<file path="src/rtl/music_player_pkg.sv">
// Shared types, state encoding and the semitone half-period table for the
// music player and its tone generator.
package music_player_pkg;

    localparam int         HALF_W   = 17;
    localparam logic [7:0] REST_IDX = 8'd0;
    localparam logic [7:0] MAX_IDX  = 8'd14;

    typedef logic [7:0]        note_t;
    typedef logic [HALF_W-1:0] half_t;

    typedef enum logic [2:0] {
        ST_IDLE,
        ST_FETCH,
        ST_PLAY,
        ST_GAP,
        ST_DONE
    } state_t;

    // Half-periods in 50 MHz clocks; index 1 is 220 Hz, one semitone per step.
    function automatic half_t half_table(input note_t idx);
        half_t h;
        case (idx)
            8'd1:    h = 17'd113636;
            8'd2:    h = 17'd107258;
            8'd3:    h = 17'd101238;
            8'd4:    h = 17'd95556;
            8'd5:    h = 17'd90193;
            8'd6:    h = 17'd85131;
            8'd7:    h = 17'd80353;
            8'd8:    h = 17'd75843;
            8'd9:    h = 17'd71586;
            8'd10:   h = 17'd67568;
            8'd11:   h = 17'd63776;
            8'd12:   h = 17'd60196;
            8'd13:   h = 17'd56818;
            8'd14:   h = 17'd53629;
            default: h = '0;
        endcase
        return h;
    endfunction

    function automatic logic is_rest(input note_t idx);
        return (idx == REST_IDX) || (idx > MAX_IDX);
    endfunction

endpackage

</file>
<file path="src/rtl/music_player_if.sv">
// Control, ROM and audio signals of the music player; master is the
// player itself, slave is the board/ROM side.
interface music_player_if;
    import music_player_pkg::*;

    logic  enable;
    logic  restart;
    note_t noteout;
    logic  [7:0] address;
    logic  speaker;
    note_t cur_note;
    logic  note_strobe;
    logic  done;
    logic  busy;

    modport master (
        input  enable, restart, noteout,
        output address, speaker, cur_note, note_strobe, done, busy
    );

    modport slave (
        output enable, restart, noteout,
        input  address, speaker, cur_note, note_strobe, done, busy
    );

endinterface

</file>
<file path="src/rtl/music_player_tone_gen.sv">
// Square-wave generator: toggles its output every half_period clocks while
// run is high; clear returns it to a silent, zero-count state.
module music_player_tone_gen
    import music_player_pkg::*;
(
    input  logic  clk,
    input  logic  reset,
    input  logic  clear,
    input  logic  run,
    input  half_t half_period,
    output logic  square
);

    half_t cnt_q, cnt_d;
    logic  square_q, square_d;

    always_comb begin
        cnt_d    = cnt_q;
        square_d = square_q;
        if (clear) begin
            cnt_d    = '0;
            square_d = 1'b0;
        end else if (run) begin
            if (cnt_q == half_period - 17'd1) begin
                cnt_d    = '0;
                square_d = ~square_q;
            end else begin
                cnt_d = cnt_q + 17'd1;
            end
        end
    end

    always_ff @(posedge clk) begin
        if (reset) begin
            cnt_q    <= '0;
            square_q <= 1'b0;
        end else begin
            cnt_q    <= cnt_d;
            square_q <= square_d;
        end
    end

    assign square = square_q;

endmodule

</file>
<file path="src/rtl/music_player.sv">
// Song sequencer: walks the note ROM, holds each note for a tempo slot
// followed by a silent gap, and drives the speaker with the note's tone.
module music_player
    import music_player_pkg::*;
#(
    parameter int NOTE_CYCLES = 12500000,
    parameter int GAP_CYCLES  = 1250000,
    parameter int ROM_LATENCY = 2,
    parameter int DIV_SHIFT   = 0,
    parameter int LOOP        = 1
) (
    input logic            clk,
    input logic            reset,
    music_player_if.master bus
);

    localparam int            DW         = $clog2(NOTE_CYCLES);
    localparam logic [DW-1:0] FETCH_LAST = DW'(ROM_LATENCY);
    localparam logic [DW-1:0] PLAY_LAST  = DW'(NOTE_CYCLES - GAP_CYCLES - 1);
    localparam logic [DW-1:0] GAP_LAST   = DW'(GAP_CYCLES - 1);

    state_t        state_q, state_d;
    logic [DW-1:0] dur_q, dur_d;
    logic [7:0]    addr_q, addr_d;
    note_t         note_q, note_d;
    logic          strobe_q, strobe_d;
    logic          done_q, done_d;
    logic          busy_q, busy_d;
    half_t         shifted, half_period;
    logic          tone_clear, tone_run;

    always_comb begin
        state_d  = state_q;
        addr_d   = addr_q;
        note_d   = note_q;
        strobe_d = 1'b0;
        done_d   = 1'b0;
        unique case (state_q)
            ST_IDLE:  if (bus.enable) state_d = ST_FETCH;
            ST_FETCH: if (dur_q == FETCH_LAST) begin
                note_d   = bus.noteout;
                strobe_d = 1'b1;
                state_d  = ST_PLAY;
            end
            ST_PLAY:  if (dur_q == PLAY_LAST) state_d = ST_GAP;
            ST_GAP:   if (dur_q == GAP_LAST) begin
                addr_d = addr_q + 8'd1;
                if (addr_q == 8'hFF && LOOP == 0) begin
                    done_d  = 1'b1;
                    state_d = ST_DONE;
                end else begin
                    state_d = ST_FETCH;
                end
            end
            ST_DONE:  ;
            default:  state_d = ST_IDLE;
        endcase

        // Restart outranks enable, which outranks normal sequencing.
        if (!bus.enable && state_q != ST_IDLE) begin
            state_d  = ST_IDLE;
            addr_d   = addr_q;
            note_d   = note_q;
            strobe_d = 1'b0;
            done_d   = 1'b0;
        end
        if (bus.restart) begin
            state_d  = ST_FETCH;
            addr_d   = 8'd0;
            note_d   = note_q;
            strobe_d = 1'b0;
            done_d   = 1'b0;
        end

        if (state_d == state_q && !bus.restart &&
            (state_q == ST_FETCH || state_q == ST_PLAY || state_q == ST_GAP))
            dur_d = dur_q + 1'b1;
        else
            dur_d = '0;

        busy_d = (state_d == ST_FETCH) || (state_d == ST_PLAY) || (state_d == ST_GAP);
    end

    always_ff @(posedge clk) begin
        if (reset) begin
            state_q  <= ST_IDLE;
            dur_q    <= '0;
            addr_q   <= '0;
            note_q   <= '0;
            strobe_q <= 1'b0;
            done_q   <= 1'b0;
            busy_q   <= 1'b0;
        end else begin
            state_q  <= state_d;
            dur_q    <= dur_d;
            addr_q   <= addr_d;
            note_q   <= note_d;
            strobe_q <= strobe_d;
            done_q   <= done_d;
            busy_q   <= busy_d;
        end
    end

    // Tone runs only while PLAY continues, so entering or leaving PLAY silences it.
    assign shifted     = half_table(note_q) >> DIV_SHIFT;
    assign half_period = (shifted == '0) ? 17'd1 : shifted;
    assign tone_clear  = !(state_q == ST_PLAY && state_d == ST_PLAY);
    assign tone_run    = (state_q == ST_PLAY) && !is_rest(note_q);

    music_player_tone_gen u_tone (
        .clk         (clk),
        .reset       (reset),
        .clear       (tone_clear),
        .run         (tone_run),
        .half_period (half_period),
        .square      (bus.speaker)
    );

    assign bus.address     = addr_q;
    assign bus.cur_note    = note_q;
    assign bus.note_strobe = strobe_q;
    assign bus.done        = done_q;
    assign bus.busy        = busy_q;

endmodule
</file>
<file path="src/flat_wrapper.sv">
// flat-port wrapper written by rule: the top's interface ports become plain ports
module music_player_flat import music_player_pkg::*;
#(
    parameter int NOTE_CYCLES = 12500000,
    parameter int GAP_CYCLES  = 1250000,
    parameter int ROM_LATENCY = 2,
    parameter int DIV_SHIFT   = 0,
    parameter int LOOP        = 1
)
  (clk, reset, bus_enable, bus_restart, bus_noteout, bus_address, bus_speaker, bus_cur_note, bus_note_strobe, bus_done, bus_busy);
  music_player_if bus_i ();
  input logic clk;
  input logic reset;
  input wire logic [$bits(bus_i.enable)-1:0] bus_enable;
  input wire logic [$bits(bus_i.restart)-1:0] bus_restart;
  input wire logic [$bits(bus_i.noteout)-1:0] bus_noteout;
  output wire logic [$bits(bus_i.address)-1:0] bus_address;
  output wire logic [$bits(bus_i.speaker)-1:0] bus_speaker;
  output wire logic [$bits(bus_i.cur_note)-1:0] bus_cur_note;
  output wire logic [$bits(bus_i.note_strobe)-1:0] bus_note_strobe;
  output wire logic [$bits(bus_i.done)-1:0] bus_done;
  output wire logic [$bits(bus_i.busy)-1:0] bus_busy;
  assign bus_i.enable = bus_enable;
  assign bus_i.restart = bus_restart;
  assign bus_i.noteout = bus_noteout;
  assign bus_address = bus_i.address;
  assign bus_speaker = bus_i.speaker;
  assign bus_cur_note = bus_i.cur_note;
  assign bus_note_strobe = bus_i.note_strobe;
  assign bus_done = bus_i.done;
  assign bus_busy = bus_i.busy;
  music_player #(.NOTE_CYCLES(NOTE_CYCLES), .GAP_CYCLES(GAP_CYCLES), .ROM_LATENCY(ROM_LATENCY), .DIV_SHIFT(DIV_SHIFT), .LOOP(LOOP)) u_core (.clk(clk), .reset(reset), .bus(bus_i));
endmodule
</file>
<file path="config.mk">
export PLATFORM = sky130hd
export DESIGN_NAME = music_player_flat
export DESIGN_NICKNAME = d
export VERILOG_FILES = /design/src/rtl/music_player_pkg.sv /design/src/rtl/music_player_if.sv /design/src/rtl/music_player_tone_gen.sv /design/src/rtl/music_player.sv /design/src/flat_wrapper.sv
export SDC_FILE = /design/constraint.sdc
export NUM_CORES = 1
export LEC_CHECK = 0
export ABC_AREA = 1
export CAP_MARGIN = 15
export CORE_MARGIN = 2
export CORE_UTILIZATION = 62
export DETAILED_ROUTE_END_ITERATION = 8
export DONT_BUFFER_PORTS = 1
export HOLD_SLACK_MARGIN = 0.1
export MAX_ROUTING_LAYER = met4
export PLACE_DENSITY = 0.89
export SKIP_LAST_GASP = 1
export SLEW_MARGIN = 15
export SYNTH_ARGS = -nofsm -noshare
export SYNTH_HDL_FRONTEND = slang
export SYNTH_SLANG_ARGS = --single-unit
</file>
<file path="constraint.sdc">
create_clock -name clk -period 3.8 [get_ports clk]
set_input_delay 0.76 -clock clk [delete_from_list [all_inputs] [get_ports clk]]
set_output_delay 0.76 -clock clk [all_outputs]
set_load 0.005 [all_outputs]
</file>
# [Yosys cells after proc, flatten, opt, wreduce, memory -nomap -nowiden]
# Memories as Yosys holds them, arrays and structs flattened. A register that Yosys moved wholly into a read port is not among the register bits.
# Index checks and enable logic that the tools add are counted.
[word_totals] mem_bits_ro=272 word_cells=70 in_bits=12 register_bits=63 mem_count=1 out_inout_bits=20
[op_classes] n_eq_ne=12 n_bitwise=6 order_cmp=1 reduce_logical=25 mux=13 add_sub_neg=4
[mem_list] name="(name not given)" depth=16 width=17 read_ports=1 rd_clocked_by_memory_dff=1 write_ports=0 line_no="music_player_pkg.sv:23" source="case (idx)"
[op_table] operator="2-to-1 mux 17 bit" count=3
[op_table] operator="adder 24 x 1 -> 24 bit, second input constant" count=1
[op_table] operator="== test 24 x 2 -> 1 bit, second input constant" count=1
[op_table] operator="== test 24 x 21 -> 1 bit, second input constant" count=1
[op_table] operator="== test 24 bit, second input constant" count=1
[op_table] operator="2-to-1 mux 3 bit" count=6
[op_table] operator="adder 17 x 1 -> 17 bit, second input constant" count=1
[op_table] operator="== test 17 bit" count=1
[op_table] operator="logical NOT 17 bit" count=1
[op_table] operator="subtractor 17 x 1 -> 17 bit, second input constant" count=1
[op_table] operator="case mux 3 bit (5 select lines)" count=1
[op_table] operator="== test 3 x 2 -> 1 bit, second input constant" count=4
[op_table] operator="adder 8 x 1 -> 8 bit, second input constant" count=1
[op_table] operator="> comparator 8 x 4 -> 1 bit, second input constant" count=1
[op_table] operator="logical NOT 8 bit" count=1
[op_table] operator="2-to-1 mux 4 bit" count=2
[op_table] operator="== test 3 x 1 -> 1 bit, second input constant" count=2
[op_table] operator="inverter 1 bit" count=6
[op_table] operator="OR reduction 2 bit" count=3
[op_table] operator="logical AND 1 bit" count=5
[op_table] operator="logical OR 1 bit" count=5
[op_table] operator="logical NOT 4 bit" count=1
[op_table] operator="AND reduction 4 bit" count=1
[op_table] operator="OR reduction 4 bit" count=1
[op_table] operator="8 further kinds" count=10

# [Depth between registers and ports, before layout]
# Gate-level depths: netlist (run 1).
[depth] ltp_word=10 mapped_depth=23

# [Cells and area by module]
# From an unflattened synthesis (run 1), not the netlist that was laid out.
[hier_totals] cells_unflattened=827 hier_area_um2=5431.5
[modules_own_cells] mod="music_player" cells_each=524 area_per_inst_um2=3662.3 seq_area_each_um2=1241.2 instances=1
[modules_own_cells] mod="music_player_tone_gen" cells_each=303 area_per_inst_um2=1769.2 seq_area_each_um2=360.3 instances=1

# [Worst setup path before layout (run 1)]
# Ideal clock, no wire load.
[synth_timing] kind="reg-to-reg" startpoint="reg u_core.note_q[6], in the netlist u_core.bus.cur_note[6]" endpoint="reg u_core.u_tone.cnt_q[12]" setup_ns=0.116 path_slack_ns=0.960 path_buffers=2 arrival_ns=2.724 stages_incl_launch_ff=21 cell_sequence="dfxtp_1 -> nor2_1 -> buf_4 -> o211ai_1 -> nand2_2 -> nor2_1 -> nand3_2 -> nand2_1 -> inv_1 -> ha_1 -> nand3b_2 -> nor2_2 -> nand3_2 -> nor2_1 -> xnor2_1 -> nand2_1 -> nor2_1 -> nand4_1 -> o21ai_2 -> buf_6 -> nor2_1"
[synth_via] elab_chain_cells=7 elab_cells_between_ends=12 classes_between="add/sub: 1; order compare: 1; eq/ne: 1; mux: 3; reduce/logical: 6"
[synth_rtl] item="start, declared" line_no="music_player.sv:25" source="note_t note_q, note_d;"
[synth_rtl] item="start signal, assigned" line_no="music_player.sv:97" source="note_q <= note_d;"
[synth_rtl] item="logical NOT 4 bit" line_no="music_player_pkg.sv:23"
[synth_rtl] item="2-to-1 mux 17 bit" line_no="music_player_pkg.sv:23"
[synth_rtl] item="logical NOT 17 bit" line_no="music_player.sv:106" source="assign half_period = (shifted == '0) ? 17'd1 : shifted;"
[synth_rtl] item="2-to-1 mux 17 bit" line_no="music_player.sv:106"
[synth_rtl] item="subtractor 17 x 1 -> 17 bit" line_no="music_player_tone_gen.sv:24" source="if (cnt_q == half_period - 17'd1) begin"
[synth_rtl] item="== test 17 bit" line_no="music_player_tone_gen.sv:24"
[synth_rtl] item="2-to-1 mux 17 bit" line_no="music_player_tone_gen.sv:24"
[synth_rtl] item="end signal, assigned" line_no="music_player_tone_gen.sv:38" source="cnt_q <= cnt_d;"
[synth_rtl] item="end, declared" line_no="music_player_tone_gen.sv:14" source="half_t cnt_q, cnt_d;"
# Parallel ways exist; a longest one is shown, timed or not.
# A chain may end at the register's enable or synchronous reset.

# [Worst setup path after layout (run 1)]
[layout_timing] startpoint="reg u_core.note_q[4], in the netlist u_core.bus.cur_note[4]" endpoint="reg u_core.u_tone.cnt_q[16]"
# Same word-level chain as after synthesis.

==> results of run 1 <==
==> kinds of logic (layout without fill, tap and decap cells) <==
logic type	Yosys count	after routing
and+or+nand+nor	385	385
adders and majority gates	11	11
buffers and inverters	109	118
other	1	1
xor gates and xnor gates	43	43
AOI/OAI and AO/OA	73	73
DFF	80	80
==> worst max path at each step <==
stage | from | slack [ns] | endpoint
final | u_core.bus.cur_note[4] | 0.42 | u_core.u_tone.cnt_q[16]
after detailed placement | u_core.bus.cur_note[4] | 0.25 | u_core.u_tone.cnt_q[16]
after floorplan | u_core.bus.cur_note[6] | 0.96 | u_core.u_tone.cnt_q[12]
after CTS | u_core.bus.cur_note[4] | 0.24 | u_core.u_tone.cnt_q[16]
after global routing | u_core.bus.cur_note[4] | 0.04 | u_core.u_tone.cnt_q[16]
after global placement | u_core.bus.cur_note[4] | 0.40 | u_core.u_tone.cnt_q[16]
==> metal layers <==
metal / routed length (microns) / vias to the layer above / share of wire (%) / track usage, %
met1: 4740 / 2018 / 46 / 32.9
met2: 4900 / 147 / 47 / 45.0
met4: 101 / 0 / 0.97 / 5.56
met3: 640 / 14 / 6.2 / 6.39
met5: 0 / - / 0 / -
li1: - / 2282 / - / -
==> stage by stage <==
stage                     total power, W  worst slack, ns
final                            0.00153            0.424
after floorplan                 0.000904            0.960
after CTS                        0.00154            0.235
after global placement          0.000910            0.401
after global routing             0.00158           0.0429
after detailed placement        0.000912            0.249
==> cell type report <==
class / count / area share [%]
tap: 99 / 2.45
multi-input combinational: 513 / 53.7
sequential: 80 / 31.7
timing repair buffer: 5 / 0.990
clock inverter: 7 / 1.56
clock buffer: 9 / 2.45
inverter: 97 / 7.20
==> timing repair <==
item                                    in CTS  in global routing
resized for setup                            0                  1
buffers inserted                             0                  1
endpoints found under the setup margin       0                 16
==> synth_stat cells (4+ instances only) <==
library cell | number | area share (%)
o21ai_0 | 28 | 3.0
nand3_1 | 38 | 4.0
inv_1 | 94 | 7.4
xor2_1 | 35 | 6.5
nor2_1 | 119 | 9.4
or2_2 | 8 | 1.1
nor2_2 | 9 | 1.2
xnor2_1 | 8 | 1.5
nand3_2 | 4 | 0.84
o211ai_1 | 8 | 1.3
nor3_2 | 4 | 0.84
nand2_1 | 130 | 10
ha_1 | 11 | 2.9
nor4_1 | 8 | 1.1
a21oi_1 | 20 | 2.1
nor3_1 | 27 | 2.8
nand2_2 | 4 | 0.53
clkbuf_1 | 4 | 0.32
dfxtp_1 | 80 | 34
nand4_1 | 27 | 3.6
==> power by group <==
group	switching, W	total [W]	internal (W)
clock network	0.000321	0.000631	0.000310
registers	0.00000215	0.000842	0.000840
logic	0.0000357	0.0000530	0.0000173
==> critical path, stage by stage (launching register included) <==
cell and delay (ns):
dfxtp_1 0.34, nor2_1 0.23, nand2_2 0.22, inv_2 0.13, nand2_1 0.09, nand2_1 0.09, nor2_2 0.06, nand3_2 0.15
nand2_1 0.09, inv_1 0.07, ha_1 0.20, nand3b_2 0.15, nor2_2 0.22, nand3_2 0.11, nor2_1 0.14, xnor2_1 0.15
nand2_1 0.07, nor2_1 0.11, nand4_1 0.19, o21ai_4 0.23, buf_12 0.16, nor2_1 0.05
==> results by group, run 1 <==
Clocking
  – Worst-Skew Late Latency: 0.36 ns
  – CTS Sinks: 80
  – Maximum clock insertion buffer count: 2
  – H-tree levels: 3
  – Root Buffer: clkbuf_8
  – CTS tree: yes
  – # hold bufs at CTS: 0
  – Worst-path clk slew: 0.09 ns
  – Total CTS buffers: 9

Layout
  – # fillers: 609
  – Commonest non-fill, non-tap cell in the layout: nand2_1
  – # diodes: 0
  – Most frequent cells in the layout: 130 x nand2_1, 119 x nor2_1, 94 x inv_1
  – Register Area: 1600 sq um
  – Area delta synth->final: 6.51%
  – Fin cells: 810
  – Share of cells above drive strength 1: 8.30%
  – Fin area: 5050 sq um
  – Nets@finish: 729
  – Area of the multi-input gates: 2710 sq um
  – Finished Core Util: 68.9%

Setup path
  – R2r endpoint: u_core.u_tone.cnt_q[16]
  – Cells on worst reg2reg path: 21
  – Critical Path RT: 4.05 ns
  – Crit Path Class: flip-flop to flip-flop
  – CP max FO: 15
  – Critical path startpoint category: flip-flop
  – Reg-to-reg setup timing slack: 0.42 ns
  – CP arrival: 3.62 ns
  – CP Capture Type: flip-flop
  – Launching point of the worst reg2reg path: u_core.bus.cur_note[4]

Drt
  – Final WL: 10.4 mm
  – Post-DRT Antenna Nets: 0
  – DRC viols: 0
  – Starting DRC count in detailed routing: 310
  – Vias: 4461
  – Vias per cell: 5.51
  – Wire per inst: 12.8 microns
  – Pre-Repair DR Iteration Count: 5

Timing
  – Final setup fails: 0
  – Fin Clk Skew: 0.0131 ns
  – Unrepaired setup endpoints after global routing: false
  – Min cycle time layout: 3.38 ns
  – Fmax: 296 MHz
  – Fin crit share: 88.9%
  – Max-slew headroom: 38.6%
  – Max Slew Vio Count: 0
  – Hold slack: 0.459 ns
  – Hold Fails Final Rpt: 0
  – Actual slew at the worst max-slew pin: 0.919 ns
  – Final TNS setup: 0 ns

Yosys
  – Synth Register Bits: 80
  – Yosys cell types: 41
  – Mux cell area share after synthesis: 0%
  – Mapped Nets: 725
  – Xor and xnor area share after synthesis: 7.94%
  – Compound-Gate Fraction of Synth Area: 8.97%
  – Yosys warning count: 0
  – Sequential element share of the synthesized area: 33.8%
  – Syn Std Cell Area: 4740 sq um
  – Largest family of logic cells by synthesized area: simple AND/OR/NAND/NOR gates
  – Synth Area per Inst: 6.76 sq um
  – Post-synth EDFFs: 0
  – Dominant synthesized flop cell: dfxtp_1
  – Post-synthesis simple-gate area fraction: 37.1%
  – Post-Synth Adder-Cell Area: 2.90%
  – Cells after Synth: 702
  – FFs w/ async S/R, synth: 0%

Floorplan
  – DIE AREA: 8370 sq um
  – Core ar.: 7330 sq um
  – Die Span X: 91.5 microns
  – Cell Rows: 31
  – Die height: 91.5 microns
  – # IOs: 32
  – Initial Util: 64.7%

Hold path
  – Hold Path End: u_core.state_q[2]
  – Hold path depth: 1
  – HP Class: input port to flip-flop
  – Hold path start: reset

Global route
  – Largest net degree at the start of global routing: 25
  – GR Util All Layers: 26.8%
  – First-pass GRT wire length: 18.1 mm
  – GRT overflow: 0
  – Vias in the first global route: 4200
  – Initial antenna violation count: 0

Place
  – Hpwl dp: 8.02 mm
  – Placed cells: 793
  – Placement Cell Area: 4820 sq um
  – # port buffers: 0
  – Routability cong.: 0.989

Power
  – Static leakage: 2.09 nW
  – PD cells: 302 nW/um^2
  – Peak VDD IR: 236 uV

Run
  – Max Cap Violations: 0

Status
  – Status: completed
Note: power is estimated with default switching activity, not from simulation.
==> inputs of run 2 (changes only) <==
SLEW_MARGIN = not set   (was 15)
==> results of run 2 <==
The final DEF is identical to that of run 1; final timing and power are the same.
